File: src/rtl/impresora_multitinta.sv
// Printer/scanner controller: N ink channels with level counters, paginated print
// jobs, selectable scan length, out-of-ink stall and decimal 7-segment readout.
`timescale 1ns/1ps
module impresora_multitinta #(
   parameter int unsigned CHANNELS  = 4,
   parameter int unsigned LEVEL_W   = 3,
   parameter int unsigned PAGE_W    = 4,
   parameter int unsigned PAGE_CYC  = 4,
   parameter int unsigned SCAN_BASE = 2
) (
   input  logic                clk,
   input  logic                reset,
   input  logic                prendido,
   input  logic                imprimir,
   input  logic                escanear,
   input  logic                color,
   input  logic [PAGE_W-1:0]   paginas,
   input  logic [1:0]          ajustes_escaner,
   input  logic [CHANNELS-1:0] rellenar,
   output logic                esc_escaner,
   output logic                imprimiendo,
   output logic                error_tinta,
   output logic                fin,
   output logic [CHANNELS-1:0] fin_tinta,
   output logic [0:6]          display1,
   output logic [0:6]          display2
);

   localparam int unsigned SCAN_MAX = SCAN_BASE << 3;
   localparam int unsigned SCAN_W   = $clog2(SCAN_MAX + 1);
   localparam int unsigned PG_W     = (PAGE_CYC > 1) ? $clog2(PAGE_CYC) : 1;
   localparam logic [LEVEL_W-1:0] FULL    = '1;
   localparam logic [PG_W-1:0]    PG_LAST = PG_W'(PAGE_CYC - 1);
   localparam logic [6:0]         SEG_E   = 7'b1001111;

   typedef enum logic [2:0] {S_OFF, S_IDLE, S_SCAN, S_PRINT, S_ERR, S_DONE} state_t;

   state_t                             state_q, state_d;
   logic [PAGE_W-1:0]                  rem_q, rem_d;
   logic                               color_q, color_d;
   logic [PG_W-1:0]                    pg_q, pg_d;
   logic [SCAN_W-1:0]                  scan_q, scan_d;
   logic [CHANNELS-1:0][LEVEL_W-1:0]   level_q, level_d;
   logic                               page_end;
   logic                               esc_q, imp_q, err_q, fin_q;
   logic [0:6]                         disp1_q, disp1_d, disp2_q, disp2_d;
   logic [3:0]                         tens, units, empty_idx;
   logic                               empty_found;

   function automatic logic is_req(input logic c, input int unsigned i);
      return c ? (i != 0) : (i == 0);
   endfunction

   function automatic logic ink_ok(input logic c,
                                   input logic [CHANNELS-1:0][LEVEL_W-1:0] lv);
      logic ok;
      ok = 1'b1;
      for (int unsigned i = 0; i < CHANNELS; i++)
         if (is_req(c, i) && lv[i] == '0) ok = 1'b0;
      return ok;
   endfunction

   function automatic logic [6:0] seg(input logic [3:0] d);
      case (d)
         4'd0:    seg = 7'b1111110;
         4'd1:    seg = 7'b0110000;
         4'd2:    seg = 7'b1101101;
         4'd3:    seg = 7'b1111001;
         4'd4:    seg = 7'b0110011;
         4'd5:    seg = 7'b1011011;
         4'd6:    seg = 7'b1011111;
         4'd7:    seg = 7'b1110000;
         4'd8:    seg = 7'b1111111;
         4'd9:    seg = 7'b1111011;
         default: seg = 7'b0000000;
      endcase
   endfunction

   assign page_end = prendido && (state_q == S_PRINT) && (pg_q == PG_LAST);

   // Ink levels: page-end decrement on required channels, refill overrides it
   always_comb begin
      level_d = level_q;
      for (int unsigned i = 0; i < CHANNELS; i++) begin
         if (page_end && is_req(color_q, i) && level_q[i] != '0)
            level_d[i] = level_q[i] - 1'b1;
         if (rellenar[i])
            level_d[i] = FULL;
      end
   end

   // Next-state logic
   always_comb begin
      state_d = state_q;
      rem_d   = rem_q;
      color_d = color_q;
      pg_d    = pg_q;
      scan_d  = scan_q;
      if (!prendido) begin
         state_d = S_OFF;
         rem_d   = '0;
         pg_d    = '0;
         scan_d  = '0;
      end else begin
         case (state_q)
            S_OFF:  state_d = S_IDLE;
            S_IDLE: begin
               if (imprimir && paginas != '0) begin
                  rem_d   = paginas;
                  color_d = color;
                  pg_d    = '0;
                  state_d = ink_ok(color, level_q) ? S_PRINT : S_ERR;
               end else if (escanear) begin
                  scan_d  = SCAN_W'(SCAN_BASE << ajustes_escaner);
                  state_d = S_SCAN;
               end
            end
            S_SCAN: begin
               if (scan_q <= SCAN_W'(1)) begin
                  scan_d  = '0;
                  state_d = S_DONE;
               end else begin
                  scan_d = scan_q - 1'b1;
               end
            end
            S_PRINT: begin
               if (pg_q == PG_LAST) begin
                  pg_d  = '0;
                  rem_d = rem_q - 1'b1;
                  if (rem_q == PAGE_W'(1))       state_d = S_DONE;
                  else if (!ink_ok(color_q, level_d)) state_d = S_ERR;
               end else begin
                  pg_d = pg_q + 1'b1;
               end
            end
            S_ERR: begin
               pg_d = '0;
               if (ink_ok(color_q, level_q)) state_d = S_PRINT;
            end
            S_DONE:  state_d = S_IDLE;
            default: state_d = S_OFF;
         endcase
      end
   end

   // Display contents for the upcoming state, so readout tracks rem on the same edge
   always_comb begin
      disp1_d     = '0;
      disp2_d     = '0;
      tens        = 4'(32'(rem_d) / 32'd10);
      units       = 4'(32'(rem_d) % 32'd10);
      empty_found = 1'b0;
      empty_idx   = color_d ? 4'd1 : 4'd0;
      for (int unsigned i = 0; i < CHANNELS; i++) begin
         if (!empty_found && is_req(color_d, i) && level_d[i] == '0) begin
            empty_idx   = 4'(i);
            empty_found = 1'b1;
         end
      end
      case (state_d)
         S_IDLE, S_SCAN, S_DONE: begin
            disp1_d = seg(4'd0);
            disp2_d = seg(4'd0);
         end
         S_PRINT: begin
            disp1_d = seg(tens);
            disp2_d = seg(units);
         end
         S_ERR: begin
            disp1_d = SEG_E;
            disp2_d = seg(empty_idx);
         end
         default: begin
            disp1_d = '0;
            disp2_d = '0;
         end
      endcase
   end

   always_ff @(posedge clk or negedge reset) begin
      if (!reset) begin
         state_q <= S_OFF;
         rem_q   <= '0;
         color_q <= 1'b0;
         pg_q    <= '0;
         scan_q  <= '0;
         level_q <= {CHANNELS{FULL}};
         esc_q   <= 1'b0;
         imp_q   <= 1'b0;
         err_q   <= 1'b0;
         fin_q   <= 1'b0;
         disp1_q <= '0;
         disp2_q <= '0;
      end else begin
         state_q <= state_d;
         rem_q   <= rem_d;
         color_q <= color_d;
         pg_q    <= pg_d;
         scan_q  <= scan_d;
         level_q <= level_d;
         esc_q   <= (state_d == S_SCAN);
         imp_q   <= (state_d == S_PRINT);
         err_q   <= (state_d == S_ERR);
         fin_q   <= (state_d == S_DONE);
         disp1_q <= disp1_d;
         disp2_q <= disp2_d;
      end
   end

   always_comb begin
      for (int unsigned i = 0; i < CHANNELS; i++)
         fin_tinta[i] = (level_q[i] == '0);
   end

   assign esc_escaner = esc_q;
   assign imprimiendo = imp_q;
   assign error_tinta = err_q;
   assign fin         = fin_q;
   assign display1    = disp1_q;
   assign display2    = disp2_q;

endmodule

File: config.mk
export PLATFORM = sky130hd
export DESIGN_NAME = impresora_multitinta
export DESIGN_NICKNAME = d
export VERILOG_FILES = /design/src/rtl/impresora_multitinta.sv
export SDC_FILE = /design/constraint.sdc
export NUM_CORES = 1
export LEC_CHECK = 0
export CAP_MARGIN = 20
export CORE_MARGIN = 2
export CORE_UTILIZATION = 35
export CTS_CLUSTER_DIAMETER = 100
export CTS_CLUSTER_SIZE = 28
export DETAILED_ROUTE_END_ITERATION = 10
export PLACE_DENSITY = 0.63
export SLEW_MARGIN = 20
export SYNTH_ARGS = -nofsm -noshare
export SYNTH_HDL_FRONTEND = slang
export SYNTH_SLANG_ARGS = --single-unit
File: constraint.sdc
create_clock -name clk -period 3.7 [get_ports clk]
set_input_delay 0.74 -clock clk [delete_from_list [all_inputs] [get_ports clk]]
set_output_delay 0.74 -clock clk [all_outputs]
set_load 0.05 [all_outputs]
Word level (Yosys, flattened, before mapping)
Memories as Yosys holds them, arrays and structs flattened. Cells that the tools add are included.

Bits in read-only memories: 336. Memories kept: 3. Input bits: 16. Output and inout port bits: 22. Flip-flop bits (word level): 45.

Memories: (no name shown) (depth 16, width 7, rd ports 1, clocked after Yosys merged registers in 0, wr ports 0, line 64) `case (d)`; (no name shown) (depth 16, width 7, rd ports 1, clocked after Yosys merged registers in 0, wr ports 0, line 64); (no name shown) (depth 16, width 7, rd ports 1, clocked after Yosys merged registers in 0, wr ports 0, line 64).

$lt $le $gt $ge: 1. Add/sub/neg operators: 7. Multiplexer cells: 71. Eq/ne operators: 17. Div/mod/pow operators: 2. Shifts and indexed selects: 1. Reductions and logical operators: 49.

Operators with widths (count): $mux 3 (17); $pmux 7 s3 (2); $mux 1 (35); $div 4x4->32 const B (1); $mod 4x4->32 const B (1); $logic_and 1x1->1 (28); $logic_not 3->1 (9); $mux 4 (6); $mux 5 (4); $pmux 3 s5 (1); $eq 3x2->1 const B (4); $eq 3x3->1 const B (4); $reduce_bool 3->1 (4); $sub 3x1->3 const B (4); $pmux 5 s2 (1); $ne 3x3->1 const B (3); $pmux 4 s2 (1); $eq 3x1->1 const B (2); $mux 2 (3); $pmux 2 s3 (1); $le 5x1->1 const B (1); $shl 2x2->5 const A (1); $sub 5x1->5 const B (1); $eq 4x1->1 const B (1); 11 further kinds (13).

Depth between registers and ports, before layout
Depth after elaboration: 25. Mapped depth: 15.

Worst setup path before layout
Ideal clock, no wire load.

Path type: reg-to-reg. From: register level_q[3] (netlist name). To: register disp1_q (netlist bit display1[1]). Slack: 418 ps. Setup time: 124 ps. Required time: 3576 ps. Arrival: 3157 ps. Clock period less this slack: 3282 ps. Stages on the path, launching flop included: 11. Path through: dfstp_2 -> inv_1 -> ha_1 -> nor2b_1 -> nor3_1 -> or3_2 -> a211o_1 -> a32oi_2 -> nor2_1 -> o21a_1 -> or2_1.

Elaborated cells on any way between the ends: 43.

RTL lines: start, declared (line 43) `logic [CHANNELS-1:0][LEVEL_W-1:0] level_q, level_d;`; start signal, assigned (line 187) `level_q <= {CHANNELS{FULL}};`; start signal, assigned (line 200) `level_q <= level_d;`; $logic_not 3->1 (*); named net fin_tinta[1] (line 24) `output logic [CHANNELS-1:0] fin_tinta,`; $logic_and 1x1->1 (line 59) `if (is_req(c, i) && lv[i] == '0) ok = 1'b0;`; $mux 1 (3 in series) (line 59); $mux 1 (line 108) `if (imprimir && paginas != '0) begin`; $mux 1 (line 105) `case (state_q)`; $mux 1 (line 99) `if (!prendido) begin`; $mux 3 (line 112) `state_d = ink_ok(color, level_q) ? S_PRINT : S_ERR;`; $mux 3 (line 108); $pmux 3 s5 (*) (line 105); $mux 3 (*) (line 99); named net state_d[1] (line 38) `state_t state_q, state_d;`; $eq 3x2->1, or another cell as far along (line 160) `case (state_d)`; $reduce_or 3->1 (line 160); $pmux 7 s3 (*) (line 160); named net disp1_d, one bit (line 46) `logic [0:6] disp1_q, disp1_d, disp2_q, disp2_d;`; end signal, assigned (line 205) `disp1_q <= disp1_d;`; end, declared (line 46).

Mark *: on every way through the listed nets, which the timed path passes. The rest lies on a longest branch. The select of a mux whose other input is x is not followed. A chain may end at the register's enable or synchronous reset.

Worst setup path after layout
From: input paginas[3]. To: register disp2_q (netlist bit display2[0]).

Elaborated cells on any way between the ends: 41.

RTL lines: start, declared (line 17) `input logic [PAGE_W-1:0] paginas,`; $reduce_bool 4->1 (line 108); $logic_and 1x1->1 (line 108); $mux 4 (line 108); $pmux 4 s2 (line 105); $mux 4 (line 99); named net rem_d[2] (line 39) `logic [PAGE_W-1:0] rem_q, rem_d;`; $mod 4x4->32 (line 151) `units = 4'(32'(rem_d) % 32'd10);`; $mem_v2 16x7; $pmux 7 s3 (line 160); named net disp2_d, one bit (line 46); end signal, assigned (line 206) `disp2_q <= disp2_d;`; end, declared (line 46).

The timed path passes the listed nets, and every way through them passes these cells.

==> reports/results.ini <==
[yosys]
yosys.area_share.simple_pct = 24.7
ys_types = 65
synth_fp_nets = 337
synth_area_um2 = 2780
yosys-top-cells-area = dfrtp_1, dfstp_2, ha_1
synth_cells = 302
yosys.area.top_type = dfrtp_1
synth_seq_cells = 40
synth_ff_type = dfrtp_1
synth_top_area_share_pct = 25.2
yosysWarnings = 0
synth_top_family_by_area = simple AND/OR/NAND/NOR gates
synth_xor_area_share_pct = 1.89
synth_fa_ha_area_share_pct = 8.55
synth_area_per_cell_um2 = 9.21
synthMuxAreaShare_pct = 3.28
synthArstFlopShare_pct = 100
yosys-top-cells-count = dfrtp_1, inv_1, nor2_1, nand2_1, ha_1
synth_edf_count = 0
seq_area_frac_synth_pct = 36.5
synth_compound_area_share_pct = 17.6

[finish]
finalNonFillerCells = 444
area_delta_synth_final_pct = 19.9
drive_gt1_share_pct = 12.9
layout.nets = 376
stdcell_area_um2 = 3330
num_antenna_cells = 0

[pwr]
seqPwrFrac_pct = 32.8
clockPowerShare_pct = 19.9
peakVddDrop_mv = 0.214
intPower_w = 0.00106
combPwrFrac_pct = 47.3
switchingPower_w = 0.000804
p_sw_share_pct = 43.2
powerDensity_nw_per_um2 = 558
p_leak_nw = 1.45

[critical_path]
cp_max_fo = 8
max_stage_delay_ps = 480
critPathRequiredTime_ps = 3920
r2r_slack_ps = 570
r2r_start = pg_q[0]
r2r_end = display2[0]
start_kind = input port
cp-startpoint = paginas[3]
critPathBufInv = 2
path_class = in2reg
cp-end-kind = register
cp_top_family = compound AO/OA/AOI/OAI gates
cp_slowest_cell = o41a_1
critPathArrivalTime_ps = 3550
r2r_cells = 11
worstPathCellList = clkdlybuf4s50_1, o41a_1, a221oi_1, or3_1, and2_1, inv_1, ha_1, a211oi_4, mux2i_1, nor2_1, o221ai_1

[global_route]
grt_antenna_before_repair = 0
grt_max_degree = 41
grt-ovfl-total = 0
grt_pass1_wl_um = 10600
grt_pass1_vias = 2259
gr-usage-all-layers_pct = 15.1

[sta]
hold_viol_final = 0
layout_min_cycle_time_ps = 3330
slew_headroom_pct = 38.4
fmax_mhz = 300
rsz0062_at_grt = false
setup_slack_ps = 368
setup_viol_count_final = 0
skew_ps = 14.9
period_share_pct = 90.0
worst-slew-pin-transition_ps = 923
tns_ps = 0
drv_slew = 0

[placement]
placed_cell_area_um2 = 3220
dpl.hpwl_um = 4830
dp.cells = 436
io_buffers = 37
dp_worst_setup_slack_ps = 41.0
gp_congestion = 0.838

[cts]
cts-resized-gates = 0
cts_buffers = 5
cts.reportedPaths.clkPinSlew_ps = 90
cts_sinks = 40
cts_setup_buffers = 0
clockRootBuffer = clkbuf_8
h-tree-depth = 2
cts_max_path_buffers = 2
cts_tree = done
clock_latency_ps = 300
ctsHoldBuffers = 0

[drt]
wire_per_inst_um = 14.2
num_vias = 2337
drtPass1Iterations = 4
antenna_left = 0
drt-total-wl_um = 6330
vias_per_cell = 5.26
drt_iter0_drc = 103
route.detailed.drc = 0

[floorplan]
core-area_um2 = 7730
fp.dieH_um = 93.1
rows = 32
fp.dieW_um = 93.1
fp.dieArea_um2 = 8680
ioPinCount = 38
initial_utilization_pct = 36.0

[status]
run_status = finished clean

[worst_hold_path]
holdPathStages = 2
hold_start = pg_q[1]
hold_class = reg2reg
min_to = pg_q[1]

[flow_run]
maxCapViolations = 0

-- worst max path at each step --
stage,to,slack (ps),depth (start not counted)
floorplan,display1[1],420,10
global placement,display2[3],130,11
detailed placement,display2[0],40,11
CTS,display2[0],360,11
global route,display2[0],220,11
finish,display2[0],370,11
-- layout by cell type (no fill, tap or decap), types with 6 or more instances in the layout --
cell	n
clkdlybuf4s50_1	36
inv_1	28
dfrtp_1	28
nor2_1	27
nand2_1	22
ha_1	19
nor3_1	15
o21ai_0	12
dfstp_2	12
nand3_1	11
a21oi_1	10
nand2b_1	9
mux2i_1	8
buf_4	7
xnor2_1	6
nor3b_1	6
-- per-layer routing --
| metal | GRT usage [%] | up-vias | routed length, µm |
|---|---|---|---|
| met5 | 0 | - | 0 |
| met4 | 3.06 | 0 | 36 |
| met3 | 2.74 | 2 | 203 |
| met2 | 25.7 | 46 | 3100 |
| met1 | 20.1 | 1137 | 2990 |
| li1 | - | 1152 | - |
-- area by class of cell --
type | count | area [µm²]
multi-input combinational | 222 | 1560
clock inverter | 3 | 42.5
tap | 102 | 128
timing repair buffer | 44 | 418
sequential | 40 | 1020
inverter | 28 | 105
clock buffer | 5 | 68.8
fill | 784 | 4390
-- worst register-to-register path, delay by kind of cell (launching register included) --
family	cells	cell delay, ps
fa+ha+maj	2	570
flops	1	410
mux	1	250
simple gates	5	1160
compound gates	2	600
buf+inv	1	60
-- per-stage QoR --
stage	utilization [%]	hold WS (ps)	total power, W
4_1_cts	43.2	553	0.00187
6_report	43.2	552	0.00186
2_1_floorplan	-	444	0.00126
3_5_place_dp	41.7	538	0.00150
3_3_place_gp	41.7	522	0.00149
5_1_grt	43.2	558	0.00197
-- flip-flops by register name, summed over array words and instances, names as in the netlist --
register / count
level_q: 12
display1: 3
state_q: 3
display2: 7
scan_q: 5
rem_q: 4
pg_q: 2
esc_escaner: 1
color_q: 1
fin: 1
imprimiendo: 1
-- power by group through the flow --
stage	sequential (W)	clock, W	combinational [W]
CTS	0.000608	0.000375	0.000887
global route	0.000621	0.000394	0.000959
global placement	0.000618	0	0.000873
floorplan	0.000756	0	0.000505
detailed placement	0.000616	0	0.000884
finish	0.000610	0.000370	0.000881
-- cell families after synthesis --
group,Yosys count
AOI/OAI and AO/OA,64
xor gates and xnor gates,6
adders and majority gates,19
buffers and inverters,40
DFF,40
muxes,9
and+or+nand+nor,124
No activity file was read; power rests on OpenSTA's default activity.
